$ cat config.mk
export PLATFORM = sky130hd
export DESIGN_NAME = dma_mc_ctrl_flat
export DESIGN_NICKNAME = d
export VERILOG_FILES = /design/src/rtl/dma_mc_pkg.sv /design/src/rtl/dma_mc_ctrl_if.sv /design/src/rtl/dma_rr_arb.sv /design/src/rtl/dma_mc_ctrl.sv /design/src/flat_wrapper.sv
export SDC_FILE = /design/constraint.sdc
export NUM_CORES = 2
export LEC_CHECK = 0
export ABC_AREA = 1
export CAP_MARGIN = 25
export CELL_PAD_IN_SITES_DETAIL_PLACEMENT = 0
export CELL_PAD_IN_SITES_GLOBAL_PLACEMENT = 2
export CORE_UTILIZATION = 40
export CTS_CLUSTER_DIAMETER = 80
export CTS_CLUSTER_SIZE = 24
export DETAILED_ROUTE_END_ITERATION = 12
export MAX_ROUTING_LAYER = met4
export PLACE_DENSITY = 0.95
export SLEW_MARGIN = 20
export SYNTH_ARGS = -nofsm -noshare
export SYNTH_HDL_FRONTEND = slang
export SYNTH_SLANG_ARGS = --single-unit
$ cat constraint.sdc
create_clock -name clk -period 15.2 [get_ports clk]
set_clock_uncertainty 0.2 [all_clocks]
set_input_delay 1.52 -clock clk [delete_from_list [all_inputs] [get_ports clk]]
set_output_delay 1.52 -clock clk [all_outputs]
set_load 0.02 [all_outputs]
$ cat src/rtl/dma_mc_pkg.sv
// Shared types for the multi-channel DMA engine: reject codes, FSM states and the
// descriptor layout at the default widths.
package dma_mc_pkg;

  localparam int DEF_ADDR_W = 32;
  localparam int DEF_DATA_W = 32;
  localparam int DEF_LEN_W  = 16;

  typedef enum logic [3:0] {
    OK        = 4'h0,
    ZERO_LEN  = 4'h1,
    BUSY      = 4'h2,
    ADDR_WRAP = 4'h3
  } dma_status_e;

  typedef enum logic [1:0] {
    IDLE,
    RD,
    WR,
    UPD
  } dma_state_e;

  typedef struct packed {
    logic [DEF_ADDR_W-1:0] src;
    logic [DEF_ADDR_W-1:0] dst;
    logic [DEF_LEN_W-1:0]  remaining;
    logic                  burst;
  } dma_desc_t;

endpackage

$ cat src/rtl/dma_mc_ctrl_if.sv
// Descriptor, memory-port and status signals of the DMA engine; master is the engine side.
interface dma_mc_ctrl_if #(
  parameter int ADDR_W = 32,
  parameter int DATA_W = 32,
  parameter int LEN_W  = 16,
  parameter int NUM_CH = 8
);
  localparam int CH_W = $clog2(NUM_CH);

  logic              start;
  logic [CH_W-1:0]   channel;
  logic [ADDR_W-1:0] src_addr;
  logic [ADDR_W-1:0] dst_addr;
  logic [LEN_W-1:0]  length;
  logic              burst;
  logic [NUM_CH-1:0] ch_busy;
  logic              rd_req;
  logic [ADDR_W-1:0] rd_addr;
  logic              rd_gnt;
  logic [DATA_W-1:0] rd_data;
  logic              wr_req;
  logic [ADDR_W-1:0] wr_addr;
  logic [DATA_W-1:0] wr_data;
  logic              wr_gnt;
  logic              done;
  logic [CH_W-1:0]   done_ch;
  logic              err;
  logic [CH_W-1:0]   err_ch;
  logic [3:0]        status;

  modport master (
    input  start, channel, src_addr, dst_addr, length, burst, rd_gnt, rd_data, wr_gnt,
    output ch_busy, rd_req, rd_addr, wr_req, wr_addr, wr_data, done, done_ch, err, err_ch, status
  );

  modport slave (
    output start, channel, src_addr, dst_addr, length, burst, rd_gnt, rd_data, wr_gnt,
    input  ch_busy, rd_req, rd_addr, wr_req, wr_addr, wr_data, done, done_ch, err, err_ch, status
  );
endinterface

$ cat src/rtl/dma_rr_arb.sv
// Combinational round-robin pick: first requesting channel after i_ptr, wrapping.
module dma_rr_arb #(
  parameter  int NUM_CH = 8,
  localparam int CH_W   = $clog2(NUM_CH)
) (
  input  logic [NUM_CH-1:0] i_req,
  input  logic [CH_W-1:0]   i_ptr,
  output logic [CH_W-1:0]   o_gnt,
  output logic              o_valid
);

  always_comb begin
    o_gnt   = '0;
    o_valid = 1'b0;
    for (int i = 1; i <= NUM_CH; i++) begin
      if (!o_valid && i_req[CH_W'((int'(i_ptr) + i) % NUM_CH)]) begin
        o_valid = 1'b1;
        o_gnt   = CH_W'((int'(i_ptr) + i) % NUM_CH);
      end
    end
  end

endmodule

$ cat src/rtl/dma_mc_ctrl.sv
// Multi-channel DMA: per-channel descriptor queue, chunked round-robin service,
// word-by-word copy through a read port and a write port.
module dma_mc_ctrl import dma_mc_pkg::*; #(
  parameter int ADDR_W    = 32,
  parameter int DATA_W    = 32,
  parameter int LEN_W     = 16,
  parameter int NUM_CH    = 8,
  parameter int MAX_BURST = 4
) (
  input logic          clk,
  input logic          rst_n,
  dma_mc_ctrl_if.master bus
);

  localparam int CH_W   = $clog2(NUM_CH);
  localparam int BEAT_W = $clog2(MAX_BURST + 1);
  localparam int IDX_W  = $clog2(MAX_BURST);
  localparam int EXT_W  = ADDR_W + LEN_W + 2;
  localparam int WORD_B = DATA_W / 8;

  dma_state_e        r_state, w_next;
  logic [ADDR_W-1:0] r_src [NUM_CH];
  logic [ADDR_W-1:0] r_dst [NUM_CH];
  logic [LEN_W-1:0]  r_rem [NUM_CH];
  logic [NUM_CH-1:0] r_burst, r_pending;
  logic [CH_W-1:0]   r_ptr, r_cur;
  logic [ADDR_W-1:0] r_wsrc, r_wdst;
  logic [LEN_W-1:0]  r_wrem;
  logic [BEAT_W-1:0] r_chunk, r_beat;
  logic [DATA_W-1:0] r_buf [MAX_BURST];
  logic              r_done, r_err;
  logic [CH_W-1:0]   r_done_ch, r_err_ch;
  dma_status_e       r_status, w_code;

  logic [CH_W-1:0]   w_gnt;
  logic              w_gnt_valid, w_rd_last, w_wr_last, w_reject, w_accept;
  logic [BEAT_W-1:0] w_chunk;
  logic [LEN_W-1:0]  w_sel_rem, w_new_rem;
  logic [EXT_W-1:0]  w_src_end, w_dst_end, w_limit;

  dma_rr_arb #(.NUM_CH(NUM_CH)) u_arb (
    .i_req  (r_pending),
    .i_ptr  (r_ptr),
    .o_gnt  (w_gnt),
    .o_valid(w_gnt_valid)
  );

  assign w_sel_rem = r_rem[w_gnt];
  assign w_chunk   = !r_burst[w_gnt] ? BEAT_W'(1) :
                     (w_sel_rem > LEN_W'(MAX_BURST)) ? BEAT_W'(MAX_BURST) : BEAT_W'(w_sel_rem);
  assign w_rd_last = bus.rd_gnt && (r_beat == r_chunk - BEAT_W'(1));
  assign w_wr_last = bus.wr_gnt && (r_beat == r_chunk - BEAT_W'(1));
  assign w_new_rem = r_wrem - LEN_W'(r_chunk);

  // Transfer end is computed wide enough that a descriptor ending exactly at 2**ADDR_W is legal.
  assign w_src_end = EXT_W'(bus.src_addr) + EXT_W'(bus.length) * EXT_W'(WORD_B);
  assign w_dst_end = EXT_W'(bus.dst_addr) + EXT_W'(bus.length) * EXT_W'(WORD_B);
  assign w_limit   = EXT_W'(1) << ADDR_W;

  always_comb begin
    w_code = OK;
    if (r_pending[bus.channel])                                w_code = BUSY;
    else if (bus.length == '0)                                 w_code = ZERO_LEN;
    else if ((w_src_end > w_limit) || (w_dst_end > w_limit))   w_code = ADDR_WRAP;
  end

  assign w_reject = bus.start && (w_code != OK);
  assign w_accept = bus.start && (w_code == OK);

  always_ff @(posedge clk) begin
    if (!rst_n) r_state <= IDLE;
    else        r_state <= w_next;
  end

  always_comb begin
    w_next = r_state;
    case (r_state)
      IDLE:    if (w_gnt_valid) w_next = RD;
      RD:      if (w_rd_last)   w_next = WR;
      WR:      if (w_wr_last)   w_next = UPD;
      UPD:     w_next = IDLE;
      default: w_next = IDLE;
    endcase
  end

  always_comb begin
    bus.rd_req  = (r_state == RD);
    bus.rd_addr = (r_state == RD) ? r_wsrc : '0;
    bus.wr_req  = (r_state == WR);
    bus.wr_addr = (r_state == WR) ? r_wdst : '0;
    bus.wr_data = (r_state == WR) ? r_buf[r_beat[IDX_W-1:0]] : '0;
    bus.ch_busy = r_pending;
    bus.done    = r_done;
    bus.done_ch = r_done_ch;
    bus.err     = r_err;
    bus.err_ch  = r_err_ch;
    bus.status  = r_status;
  end

  always_ff @(posedge clk) begin
    if (!rst_n) begin
      for (int i = 0; i < NUM_CH; i++) begin
        r_src[i] <= '0;
        r_dst[i] <= '0;
        r_rem[i] <= '0;
      end
      r_burst   <= '0;
      r_pending <= '0;
      r_ptr     <= CH_W'(NUM_CH - 1);
      r_cur     <= '0;
      r_wsrc    <= '0;
      r_wdst    <= '0;
      r_wrem    <= '0;
      r_chunk   <= '0;
      r_beat    <= '0;
      r_done    <= 1'b0;
      r_done_ch <= '0;
      r_err     <= 1'b0;
      r_err_ch  <= '0;
      r_status  <= OK;
    end else begin
      r_done    <= 1'b0;
      r_done_ch <= '0;
      r_err     <= w_reject;
      r_err_ch  <= w_reject ? bus.channel : '0;
      r_status  <= w_reject ? w_code : OK;
      if (w_accept) begin
        r_src[bus.channel]     <= bus.src_addr;
        r_dst[bus.channel]     <= bus.dst_addr;
        r_rem[bus.channel]     <= bus.length;
        r_burst[bus.channel]   <= bus.burst;
        r_pending[bus.channel] <= 1'b1;
      end
      // A start can only target a non-pending channel, so it never collides with the UPD write-back.
      case (r_state)
        IDLE: if (w_gnt_valid) begin
          r_ptr   <= w_gnt;
          r_cur   <= w_gnt;
          r_wsrc  <= r_src[w_gnt];
          r_wdst  <= r_dst[w_gnt];
          r_wrem  <= w_sel_rem;
          r_chunk <= w_chunk;
          r_beat  <= '0;
        end
        RD: if (bus.rd_gnt) begin
          r_wsrc <= r_wsrc + ADDR_W'(WORD_B);
          r_beat <= w_rd_last ? '0 : r_beat + BEAT_W'(1);
        end
        WR: if (bus.wr_gnt) begin
          r_wdst <= r_wdst + ADDR_W'(WORD_B);
          r_beat <= w_wr_last ? '0 : r_beat + BEAT_W'(1);
        end
        UPD: begin
          r_src[r_cur] <= r_wsrc;
          r_dst[r_cur] <= r_wdst;
          r_rem[r_cur] <= w_new_rem;
          if (w_new_rem == '0) begin
            r_pending[r_cur] <= 1'b0;
            r_done           <= 1'b1;
            r_done_ch        <= r_cur;
          end
        end
        default: ;
      endcase
    end
  end

  always_ff @(posedge clk) begin
    if (r_state == RD && bus.rd_gnt) r_buf[r_beat[IDX_W-1:0]] <= bus.rd_data;
  end

endmodule

$ cat src/flat_wrapper.sv
// flat-port wrapper written by rule: the top's interface ports become plain ports
module dma_mc_ctrl_flat import dma_mc_pkg::*;
#(
  parameter int ADDR_W    = 32,
  parameter int DATA_W    = 32,
  parameter int LEN_W     = 16,
  parameter int NUM_CH    = 8,
  parameter int MAX_BURST = 4
)
  (clk, rst_n, bus_start, bus_channel, bus_src_addr, bus_dst_addr, bus_length, bus_burst, bus_rd_gnt, bus_rd_data, bus_wr_gnt, bus_ch_busy, bus_rd_req, bus_rd_addr, bus_wr_req, bus_wr_addr, bus_wr_data, bus_done, bus_done_ch, bus_err, bus_err_ch, bus_status);
  dma_mc_ctrl_if #(.ADDR_W(ADDR_W), .DATA_W(DATA_W), .LEN_W(LEN_W), .NUM_CH(NUM_CH)) bus_i ();
  input logic clk;
  input logic rst_n;
  input wire logic [$bits(bus_i.start)-1:0] bus_start;
  input wire logic [$bits(bus_i.channel)-1:0] bus_channel;
  input wire logic [$bits(bus_i.src_addr)-1:0] bus_src_addr;
  input wire logic [$bits(bus_i.dst_addr)-1:0] bus_dst_addr;
  input wire logic [$bits(bus_i.length)-1:0] bus_length;
  input wire logic [$bits(bus_i.burst)-1:0] bus_burst;
  input wire logic [$bits(bus_i.rd_gnt)-1:0] bus_rd_gnt;
  input wire logic [$bits(bus_i.rd_data)-1:0] bus_rd_data;
  input wire logic [$bits(bus_i.wr_gnt)-1:0] bus_wr_gnt;
  output wire logic [$bits(bus_i.ch_busy)-1:0] bus_ch_busy;
  output wire logic [$bits(bus_i.rd_req)-1:0] bus_rd_req;
  output wire logic [$bits(bus_i.rd_addr)-1:0] bus_rd_addr;
  output wire logic [$bits(bus_i.wr_req)-1:0] bus_wr_req;
  output wire logic [$bits(bus_i.wr_addr)-1:0] bus_wr_addr;
  output wire logic [$bits(bus_i.wr_data)-1:0] bus_wr_data;
  output wire logic [$bits(bus_i.done)-1:0] bus_done;
  output wire logic [$bits(bus_i.done_ch)-1:0] bus_done_ch;
  output wire logic [$bits(bus_i.err)-1:0] bus_err;
  output wire logic [$bits(bus_i.err_ch)-1:0] bus_err_ch;
  output wire logic [$bits(bus_i.status)-1:0] bus_status;
  assign bus_i.start = bus_start;
  assign bus_i.channel = bus_channel;
  assign bus_i.src_addr = bus_src_addr;
  assign bus_i.dst_addr = bus_dst_addr;
  assign bus_i.length = bus_length;
  assign bus_i.burst = bus_burst;
  assign bus_i.rd_gnt = bus_rd_gnt;
  assign bus_i.rd_data = bus_rd_data;
  assign bus_i.wr_gnt = bus_wr_gnt;
  assign bus_ch_busy = bus_i.ch_busy;
  assign bus_rd_req = bus_i.rd_req;
  assign bus_rd_addr = bus_i.rd_addr;
  assign bus_wr_req = bus_i.wr_req;
  assign bus_wr_addr = bus_i.wr_addr;
  assign bus_wr_data = bus_i.wr_data;
  assign bus_done = bus_i.done;
  assign bus_done_ch = bus_i.done_ch;
  assign bus_err = bus_i.err;
  assign bus_err_ch = bus_i.err_ch;
  assign bus_status = bus_i.status;
  dma_mc_ctrl #(.ADDR_W(ADDR_W), .DATA_W(DATA_W), .LEN_W(LEN_W), .NUM_CH(NUM_CH), .MAX_BURST(MAX_BURST)) u_core (.clk(clk), .rst_n(rst_n), .bus(bus_i));
endmodule
==> summary.txt <==
Run status
  • Status: finished clean

STA
  • Fin Setup TNS: 0 ps
  • Highest Clock Rate: ~130 MHz
  • Slew margin rel.: between 20% and 30%
  • Worst Hold Margin: 296 ps
  • Fin crit share: a little over half
  • Final setup viols: 0
  • RSZ-0062 raised after global routing: false
  • Tmin final: about 8000 ps
  • Max Slew Vio Count: 0
  • Hold Vio Cnt, Final: 0
  • Worst-Margin Slew: roughly 1100 ps

Placed design
  • Routability cong.: approximately 0.9
  • HPWL after detailed placement: approximately 110000 µm
  • Port Buf Inserts: roughly 240
  • Placed cells: between 7000 and 8000

Floorplanning
  • Full die area: around 130000 µm²
  • Die X: roughly 360 µm
  • I/O pin count: roughly 240
  • Height of the die: between 300 and 400 µm
  • CORE AREA: 127000 µm²
  • Num rows: ~130
  • Initial Util: a little over 40%

Clock network
  • Worst skew pair latency: around 740 ps
  • Post-CTS Repair Setup Buffers: 0
  • Root buffer cell: clkbuf_16
  • Clock buffer count from CTS: 54
  • Clock tree buffer depth: 3
  • Cts hold-fix bufs: 0
  • CTS resizes: 0
  • CTS clock-pin slew for the worst setup and hold paths: 90 ps
  • Clk sinks: 890
  • TritonCTS clock tree: done
  • H-tree levels: 2

Setup path
  • Cell count of the worst reg-to-reg path: 24
  • Crit end category: flop
  • CP required: approximately 15000 ps
  • Worst Setup Path Type: input port to flop
  • Crit path DAT: 8100 ps
  • Reg2reg end: u_core.r_chunk[2]
  • Crit start category: input port
  • CP max-delay cell: clkdlybuf4s50_1
  • Peak fanout along the critical path: between 40 and 50
  • Cell mode on critical path: nand2_1
  • Crit path cell chain: clkdlybuf4s50_1 -> ha_1 -> nand2_1 -> nor2_1 -> and3_1 -> nand4_1 -> nand3_1 -> nand2_1 -> nor2_2 -> nand2_1 -> nand2_1 -> nand2_1 -> a21oi_1 -> nand2_1 -> nor2_1 -> nand3_1 -> nand2_1 -> nand3_1 -> nor2_2 -> nand3_1 -> nand2_4 -> buf_4
  • Largest stage delay on the critical path: approximately 1000 ps
  • R2r startpoint: u_core.r_ptr[0]
  • Critical path buffer and inverter count: 2
  • Crit path max-delay family: simple AND/OR/NAND/NOR gates
  • Worst reg-to-reg setup slack: around 8800 ps

Yosys
  • Asr flop ratio synth: 0%
  • Area share of the leading cell type in the synthesized netlist: ~45%
  • Most common cell in the netlist: nand2_1
  • Top post-synthesis cells by area: edfxtp_1 45%, nand2_1 17%, nand4_1 8.1%
  • Post-Syn Area: 51300 µm²
  • Yosys warnings: 0
  • Average size of a mapped cell: about 8.0 µm²
  • Yosys reg bits: 890
  • Sequential area share after synthesis: between 40 and 50%
  • Post-synth top flop: edfxtp_1
  • EDFF count, synth: around 770
  • Cells after synthesis: ~6400
  • Synth cell count leaders: 2278 x nand2_1, 768 x edfxtp_1, 662 x nand4_1
  • Yosys top cell by area: edfxtp_1
  • Yosys cell types: 61

Layout
  • Final nets: roughly 6300
  • Layout area overhead: 9.32%
  • Final cell count without fillers: 7882
  • Fillers: 12500
  • Ratio of cells with drive above 1 in the final layout: between 4 and 5%

Route
  • DRC violations left: 0
  • Drt pass-1 iters: 8
  • Via count: about 48000
  • Vias per cell: slightly above 6
  • Total Routed Length: 202000 µm
  • Drt wl/cell: 25.6 µm
  • Iteration-0 DRC Markers: approximately 6500
  • ANT nets after route: 0

Global route
  • Initial antenna violation count: 13
  • GR Util met2: around 46%
  • Largest net degree at the start of global routing: between 200 and 250
  • GRT met1 Usage: about 43%
  • Total track usage: a little under a third
  • Met3 global-route usage: 5.79%
  • Vias in the first global route: 44300
  • Grt peak-use layer: met2
  • Grt total ovfl: 0
  • Global-route wire length before repair: roughly 300000 µm

Power and ir drop
  • Static Leak: roughly 23 nW
  • Max rail drop VDD: between 0.0007 and 0.0008 V
  • PwrDens: 239 nW/µm²

Hold path
  • Hold path start: u_core.r_wrem[1]
  • HP Class: flop to flop
  • Hold Path End: u_core.r_wrem[1]
  • Hold depth: 2

Run
  • Max-cap viol count: 0
==> state kept, by name, summed over array words and instances, names as in the netlist, named ones only <==
| register | count |
|---|---|
| u_core.bus.err_ch | 3 |
| u_core.r_burst | 8 |
| u_core.r_rem | 128 |
| u_core.r_chunk | 3 |
| u_core.r_ptr | 3 |
| u_core.r_cur | 3 |
| u_core.bus.err | 1 |
| u_core.r_src | 256 |
| u_core.bus.done | 1 |
| u_core.r_wrem | 16 |
| u_core.bus.done_ch | 3 |
| u_core.r_beat | 3 |
| u_core.r_dst | 256 |
| u_core.bus.ch_busy | 8 |
| u_core.r_state | 2 |
| u_core.r_buf | 128 |
| u_core.r_wsrc | 32 |
| u_core.r_wdst | 32 |
| u_core.bus.status | 2 |
==> stage by stage <==
| stage | area, µm² | setup slack (ps) | power, mW | utilization [%] |
|---|---|---|---|---|
| 2_1_floorplan | 51300 | 8690 | 8.88 | - |
| 3_3_place_gp | 54000 | 6650 | 11.5 | 42.4 |
| 3_5_place_dp | 54100 | 6590 | 11.5 | 42.5 |
| 4_1_cts | 56000 | 7340 | 13.2 | 44.0 |
| 5_1_grt | 56100 | 6830 | 14.1 | 44.0 |
| 6_report | 56100 | 7230 | 13.4 | 44.0 |
==> layer usage <==
| layer | wire length [µm] | part of all wire (%) |
|---|---|---|
| met4 | 5560 | 2.8 |
| met2 | 88200 | 44 |
| met3 | 24400 | 12 |
| met1 | 83400 | 41 |
| met5 | 0 | 0 |
==> logic make-up (layout without fill, tap and decap cells) <==
family / count (synthesis) / count (layout) / synth area share [%]
xor gates and xnor gates: 89 / 89 / 1.52
AOI/OAI and AO/OA: 555 / 555 / 6.23
and+or+nand+nor: 3896 / 3896 / 33.7
buffers and inverters: 903 / 727 / 7.51
adders and majority gates: 52 / 52 / 1.31
other: 1 / 11 / 0.00731
DFF: 890 / 890 / 49.7
==> worst reg2reg max path, delay by kind of cell (launching register included) <==
| family | cells | cell delay, ps |
|---|---|---|
| DFF | 1 | 630 |
| AOI/OAI and AO/OA | 1 | 110 |
| buffers and inverters | 4 | 2060 |
| adders and majority gates | 1 | 450 |
| and+or+nand+nor | 18 | 2910 |
==> power by group <==
part | internal, mW | switching, mW
registers | 2.88 | 0.281
logic | 2.22 | 6.29
clock network | 0.741 | 0.978
==> cell type report <==
class,count,area (µm²),area share [%]
clock inverter,38,465,0.830
timing repair buffer,338,3280,5.85
tap,1662,2080,3.71
multi-input combinational,4594,22200,39.6
sequential,890,25500,45.5
antenna,9,22.5,0.0402
clock buffer,63,1400,2.49
inverter,288,1090,1.95
==> cells in the final DEF, fill, tap and decap left out, drive strengths merged, types with 3 or more instances in the layout <==
cell type         n
nor3             59
nor4             16
ha               49
o21bai            6
xor2             64
diode             9
a221oi           11
a21o              4
clkbuf           63
nand3b           21
dfxtp           122
o21a              4
o211ai           27
nor3b             3
buf             103
clkinvlp          3
a22o              7
o311ai            4
or2               4
clkinv           18
inv             303
fa                3
a21oi           212
and2              3
xnor2            25
o21ai           203
nand3           488
nand4           663
a31oi            29
o221ai           12
nand2          2283
nor2            352
a211oi            8
clkdlybuf4s50   235
o22ai            21
edfxtp          768
==> how the worst max path moves through the flow <==
stage / from / to / slack [ps] / cells after the start
after floorplan: bus_length[0] / u_core.r_dst[0][0] / 8690 / 21
after global placement: bus_length[0] / u_core.r_src[4][16] / 6650 / 20
after detailed placement: bus_length[0] / u_core.r_src[4][17] / 6590 / 20
after CTS: bus_length[0] / u_core.r_src[4][13] / 7340 / 20
after global routing: bus_length[14] / u_core.r_src[4][7] / 6830 / 22
final: bus_length[14] / u_core.r_src[3][1] / 7230 / 22
(Power assumes the default switching activity.)
